$ cat src/rtl/stopwatch_ctrl.sv
`default_nettype none
// ============================================================================
// Module   : stopwatch_ctrl
// Brief    : Two-button stopwatch controller. Synchronises and debounces the
//            start/stop and lap/reset buttons, runs the IDLE/RUN/PAUSE/LAP
//            state machine and a tick prescaler that drives the time counter.
// Revision : 1.0 - initial release
// ============================================================================
module stopwatch_ctrl #(
    parameter int TICK_DIV   = 100,
    parameter int DEB_CYCLES = 4
) (
    input  logic       clk,
    input  logic       rst,
    input  logic       start_stop,
    input  logic       lap_reset,
    output logic       cnt_en,
    output logic       cnt_clr,
    output logic       disp_hold,
    output logic [1:0] state
);

    localparam logic [1:0] S_IDLE  = 2'b00;
    localparam logic [1:0] S_RUN   = 2'b01;
    localparam logic [1:0] S_PAUSE = 2'b10;
    localparam logic [1:0] S_LAP   = 2'b11;

    localparam int PW = (TICK_DIV > 2) ? $clog2(TICK_DIV) : 1;
    localparam int DW = $clog2(DEB_CYCLES + 1);

    localparam logic [PW-1:0] PRESC_LAST = PW'(TICK_DIV - 1);
    localparam logic [DW-1:0] DEB_LAST   = DW'(DEB_CYCLES - 1);

    // Bit 0 is start_stop, bit 1 is lap_reset throughout the button logic.
    logic [1:0]    btn_raw;
    logic [1:0]    sync1_q;
    logic [1:0]    sync2_q;
    logic [1:0]    prime_q;
    logic [1:0]    level_q;
    logic [1:0]    level_prev_q;
    logic [1:0]    armed_q;
    logic [1:0]    press_q;
    logic [DW-1:0] deb_cnt_q [2];
    logic [DW-1:0] arm_cnt_q [2];

    logic          ss_ev;
    logic          lr_ev;

    logic [1:0]    state_q;
    logic [1:0]    state_d;
    logic          clr_d;
    logic          hold_d;
    logic          en_d;
    logic          cnt_clr_q;
    logic          disp_hold_q;
    logic          cnt_en_q;
    logic [PW-1:0] presc_q;
    logic [PW-1:0] presc_d;

    assign btn_raw = {lap_reset, start_stop};
    assign ss_ev   = press_q[0];
    assign lr_ev   = press_q[1];

    // Button front end: 2-FF synchroniser, stability-count debouncer, press
    // edge detector. A button is only "armed" once it has been seen settled
    // low after reset, so a button held through reset needs a fresh press.
    // prime_q marks when the synchroniser output reflects the real pin.
    always_ff @(posedge clk or posedge rst) begin
        if (rst) begin
            sync1_q      <= '0;
            sync2_q      <= '0;
            prime_q      <= '0;
            level_q      <= '0;
            level_prev_q <= '0;
            armed_q      <= '0;
            press_q      <= '0;
            for (int b = 0; b < 2; b++) begin
                deb_cnt_q[b] <= '0;
                arm_cnt_q[b] <= '0;
            end
        end else begin
            sync1_q      <= btn_raw;
            sync2_q      <= sync1_q;
            prime_q      <= {prime_q[0], 1'b1};
            level_prev_q <= level_q;
            for (int b = 0; b < 2; b++) begin
                if (sync2_q[b] != level_q[b]) begin
                    if (deb_cnt_q[b] == DEB_LAST) begin
                        level_q[b]   <= ~level_q[b];
                        deb_cnt_q[b] <= '0;
                    end else begin
                        deb_cnt_q[b] <= deb_cnt_q[b] + 1'b1;
                    end
                end else begin
                    deb_cnt_q[b] <= '0;
                end

                if (!armed_q[b]) begin
                    if (prime_q[1] && !sync2_q[b] && !level_q[b]) begin
                        if (arm_cnt_q[b] == DEB_LAST) begin
                            armed_q[b] <= 1'b1;
                        end else begin
                            arm_cnt_q[b] <= arm_cnt_q[b] + 1'b1;
                        end
                    end else begin
                        arm_cnt_q[b] <= '0;
                    end
                end

                press_q[b] <= armed_q[b] & level_q[b] & ~level_prev_q[b];
            end
        end
    end

    // State register plus the registered outputs that accompany each state.
    always_ff @(posedge clk or posedge rst) begin
        if (rst) begin
            state_q     <= S_IDLE;
            cnt_clr_q   <= 1'b0;
            disp_hold_q <= 1'b0;
            cnt_en_q    <= 1'b0;
            presc_q     <= '0;
        end else begin
            state_q     <= state_d;
            cnt_clr_q   <= clr_d;
            disp_hold_q <= hold_d;
            cnt_en_q    <= en_d;
            presc_q     <= presc_d;
        end
    end

    // Next-state logic; start_stop takes priority over a coincident lap_reset.
    always_comb begin
        state_d = state_q;
        case (state_q)
            S_IDLE: begin
                if (ss_ev) state_d = S_RUN;
            end
            S_RUN: begin
                if (ss_ev)      state_d = S_PAUSE;
                else if (lr_ev) state_d = S_LAP;
            end
            S_LAP: begin
                if (ss_ev)      state_d = S_PAUSE;
                else if (lr_ev) state_d = S_RUN;
            end
            S_PAUSE: begin
                if (ss_ev)      state_d = S_RUN;
                else if (lr_ev) state_d = S_IDLE;
            end
        endcase
    end

    // Output/prescaler logic keyed on the upcoming state, so a tick pulse
    // always lands in a RUN/LAP cycle and pause keeps the partial count.
    always_comb begin
        clr_d   = 1'b0;
        en_d    = 1'b0;
        presc_d = presc_q;
        if (lr_ev && !ss_ev && (state_q == S_IDLE || state_q == S_PAUSE)) begin
            clr_d = 1'b1;
        end
        hold_d = (state_d == S_LAP);
        case (state_d)
            S_RUN, S_LAP: begin
                if (presc_q == PRESC_LAST) begin
                    presc_d = '0;
                    en_d    = 1'b1;
                end else begin
                    presc_d = presc_q + 1'b1;
                end
            end
            S_PAUSE: presc_d = presc_q;
            default: presc_d = '0;
        endcase
        if (clr_d) begin
            en_d = 1'b0;
        end
    end

    assign state     = state_q;
    assign cnt_clr   = cnt_clr_q;
    assign disp_hold = disp_hold_q;
    assign cnt_en    = cnt_en_q;

endmodule
`default_nettype wire
$ cat config.mk
export PLATFORM = sky130hd
export DESIGN_NAME = stopwatch_ctrl
export DESIGN_NICKNAME = d
export VERILOG_FILES = /design/src/rtl/stopwatch_ctrl.sv
export SDC_FILE = /design/constraint.sdc
export NUM_CORES = 1
export LEC_CHECK = 0
export CORE_MARGIN = 4
export CORE_UTILIZATION = 50
export CTS_CLUSTER_DIAMETER = 120
export DETAILED_ROUTE_END_ITERATION = 8
export GPL_ROUTABILITY_DRIVEN = 0
export PLACE_DENSITY_LB_ADDON = 0.3
export SLEW_MARGIN = 20
export SYNTH_ARGS = -nofsm -noshare
export SYNTH_HDL_FRONTEND = slang
export SYNTH_SLANG_ARGS = --single-unit
$ cat constraint.sdc
create_clock -name clk -period 2.3 [get_ports clk]
set_clock_uncertainty 0.2 [all_clocks]
set_input_delay 0.46 -clock clk [delete_from_list [all_inputs] [get_ports clk]]
set_output_delay 0.46 -clock clk [all_outputs]
set_load 0.02 [all_outputs]
==> impl.org <==
** Route
- Number of remaining DRC errors :: 0
- For this block, the initial DRC count from the detailed router was 53.
- Detailed-router iteration count before antenna repair :: 4
- Via count of the routed design :: about 960
- Detailed-route wire length per cell :: 12.6 um
- Count of antenna-violating nets left after detailed routing :: 0
- Vias per Instance :: 5.44
- The final layout contains routed wiring with a total length of 2220 um.

** Global route
- Pin count of the biggest net entering global routing :: 26
- Via count of the first global-routing pass :: 960
- Congestion Overflow GR :: 0
- Initial antenna violation count :: 0
- All-layer global routing usage :: 13.0%
- The first global-routing pass estimated 4010 um of wire.

** Final layout
- The post-route netlist has 13.1% of its cells at a drive strength greater than 1.
- The final layout contains 155 nets.
- Most common cell after layout, fill and taps aside :: sky130_fd_sc_hd__dfrtp_1
- Relative to the synthesized area, the layout overhead comes to 12.7%.
- Total inserted antenna cells :: 0
- Post-layout instance area :: 1720 um2
- Fraction of the core area covered by cells at the end of the flow :: 60.8%
- The library cells used most frequently in the layout, excluding fill and tap cells, are sky130_fd_sc_hd__dfrtp_1 (38), sky130_fd_sc_hd__nand2_1 (13), sky130_fd_sc_hd__nor2_1 (10), sky130_fd_sc_hd__o21ai_0 (10).

** Critical path
- In this run the critical register-to-register path is captured at presc_q[5].
- Sequence of cells on the critical path :: clkdlybuf4s50_1
- Critical path buffer and inverter count :: 1
- In this design, the largest share of critical-path delay is due to buffers and inverters.
- STA puts the critical path data arrival time at ~1400 ps.
- In this run the critical register-to-register path is launched from presc_q[0].
- Critical Path End :: state[0]
- STA puts the critical path data required time at roughly 1600 ps.
- The worst setup path is captured at a primary output.
- The slowest stage of the critical path is the sky130_fd_sc_hd__clkdlybuf4s50_1 cell.
- Reg2reg path depth :: 5
- On the worst path, the slowest cell contributes a delay of 640 ps.
- Critical path type :: flop to primary output
- The most critical setup path has its startpoint at state[0].
- Stages on worst setup path :: 1
- Critical Path Start Type :: flop
- Largest fanout of any net on the critical path :: 6
- FF-to-FF setup slack :: 560 ps

** Logic synthesis
- Async set-or-reset flop fraction in the synthesized netlist :: between 90% and 100%
- In this run the cell area of the synthesized design comes to around 1500 um2.
- Cell variety after synth :: 30
- The synthesized design contains 0 enable-type register cells.
- The number of nets handed over by synthesis was 138.
- The average instance in the mapped netlist occupies roughly 12 um2.
- Sequential cells were found to cover 62.3% of the synthesized design area.
- Counting flops and latches in the post-synthesis netlist gives 38.
- Yosys printed 0 warnings.
- The most used flip-flop cell after synthesis is sky130_fd_sc_hd__dfrtp_1.
- Counting every instance in the synthesized netlist gives 127.

** STA
- Worst hold slack :: approximately 150 ps
- Static timing analysis puts the maximum clock frequency at 478 MHz.
- Max Slew Vio Count :: 0
- Number of hold violations in the final report :: 0
- Setup violations remaining at the end of the flow were counted as 0.
- Fin crit period :: 2090 ps
- Final period util :: 91.0%
- Setup Total Neg Slack :: 0 ps
- Setup repair after global routing missed its margin :: no

** Run status
- Outcome :: complete, no violations

** Clock tree
- Root Buffer :: sky130_fd_sc_hd__clkbuf_4
- Maximum root-to-sink buffer count :: 2
- Clk slew on worst S/H paths :: between 100 and 150 ps
- Hold_buf cts :: 0
- The number of clock buffers added by TritonCTS is 5.
- The number of gates resized after CTS was 0.
- For the worst-skew pair, the clock arrives at the later sink with an insertion delay of 330 ps.
- Number of buffers inserted to repair setup after CTS :: 0
- CTS built an H-tree with a depth of 2.
- Clock tree from TritonCTS :: built
- The tree built by TritonCTS fans out to 38 sinks.

** Pwr
- Power spread over the standard cell area amounts to 937 nW/um2.
- The internal power of the cells totals 1.11 mW.
- Sequential cells account for 54.0% of the total power.
- Power comes to roughly 1.6 mW.
- The share of total power dissipated in combinational logic is ~25%.
- Per report_power, the clock group accounts for between 20% and 30% of the total.
- In this run the static leakage power is 0.804 nW.
- Of the total power, the share spent switching nets is 31.2%.
- Total net switching power :: 0.502 mW
- Worst IR drop on VDD :: 0.000493 V

** Placed design
- HPWL after detailed placement :: 1610 um
- Number of buffers inserted by port buffering :: 8
- Cell area reported after detailed placement :: between 1500 and 2000 um2

** Floorplanning
- 9 I/O pins were placed.
- The die is 63.2 um wide.
- The floorplan has 19 rows.
- Measured along the y axis, the die boundary spans 63.2 um.
- Once the floorplan was initialized, standard cells occupied a little over half of the core.
- The die covers around 4000 um2.
- The total area inside the core boundary comes to 2830 um2.

** Job
- Max-capacitance violation count :: 0

** Min path
- Number of cells on the worst hold path :: 0
- The path class of the tightest hold or removal check is flop to flop.
## synth_stat cells (3+ instances only)
| cell | n | area (um2) |
|---|---|---|
| sky130_fd_sc_hd__dfrtp_1 | 38 | 951 |
| sky130_fd_sc_hd__nand2_1 | 13 | 48.8 |
| sky130_fd_sc_hd__nor2_1 | 10 | 37.5 |
| sky130_fd_sc_hd__o21ai_0 | 10 | 50.1 |
| sky130_fd_sc_hd__inv_1 | 8 | 30.0 |
| sky130_fd_sc_hd__ha_1 | 7 | 87.6 |
| sky130_fd_sc_hd__nor2b_1 | 5 | 31.3 |
| sky130_fd_sc_hd__nand3_1 | 4 | 20.0 |
| sky130_fd_sc_hd__nor3_1 | 3 | 15.0 |
| sky130_fd_sc_hd__nor3b_1 | 3 | 22.5 |
| sky130_fd_sc_hd__xnor2_1 | 3 | 26.3 |
## state kept, by name, indices dropped and copies added (netlist names)
register / flops
press_q: 2
cnt_en: 1
sync2_q: 2
presc_q: 7
sync1_q: 2
prime_q: 2
level_prev_q: 2
armed_q: 2
level_q: 2
state: 2
deb_cnt_q: 6
cnt_clr: 1
arm_cnt_q: 6
disp_hold: 1
## worst min path at each step
stage | start | end | slack [ps]
after floorplan | prime_q[0] | prime_q[1] | 130
after global placement | sync1_q[0] | sync2_q[0] | 130
after detailed placement | prime_q[0] | prime_q[1] | 140
after CTS | sync1_q[0] | sync2_q[0] | 150
after global routing | sync1_q[0] | sync2_q[0] | 170
final | sync1_q[0] | sync2_q[0] | 150
## through the flow
stage	std cells	worst slack [ps]
6_report	176	206
5_1_grt	176	131
4_1_cts	176	177
3_5_place_dp	168	567
3_3_place_gp	168	587
2_1_floorplan	127	725
## final cells by class
cell class	instances	area, um2
fill	237	1110
sequential	38	951
multi-input combinational	80	538
timing repair buffer	10	95.1
clock buffer	7	55.1
tap	31	38.8
inverter	9	36.3
clock inverter	1	5.00
## cell families after synthesis
group	Yosys count	synth area share [%]
AND/OR/NAND/NOR	43	14.3
buffers and inverters	9	2.38
XOR/XNOR	4	2.79
adder cells (fa/ha/maj)	7	5.74
multiplexers	3	2.13
other	1	0.246
AO/OA/AOI/OAI	22	10.1
flip-flops	38	62.3
## layer usage
metal / vias up / wire length (um) / GRT usage [%]
li1: 465 / - / -
met1: 474 / 1030 / 14.7
met2: 16 / 1070 / 21.2
met3: 2 / 98 / 5.86
met4: 0 / 19 / 5.66
met5: - / 0 / 0
## power by group through the flow
stage,Combinational [mW],Sequential [mW],Clock [mW]
final,0.395,0.870,0.346
after global routing,0.439,0.890,0.397
after CTS,0.397,0.871,0.365
after detailed placement,0.391,0.885,0
after global placement,0.375,0.876,0
after floorplan,0.266,0.889,0
(Power assumes the default switching activity.)
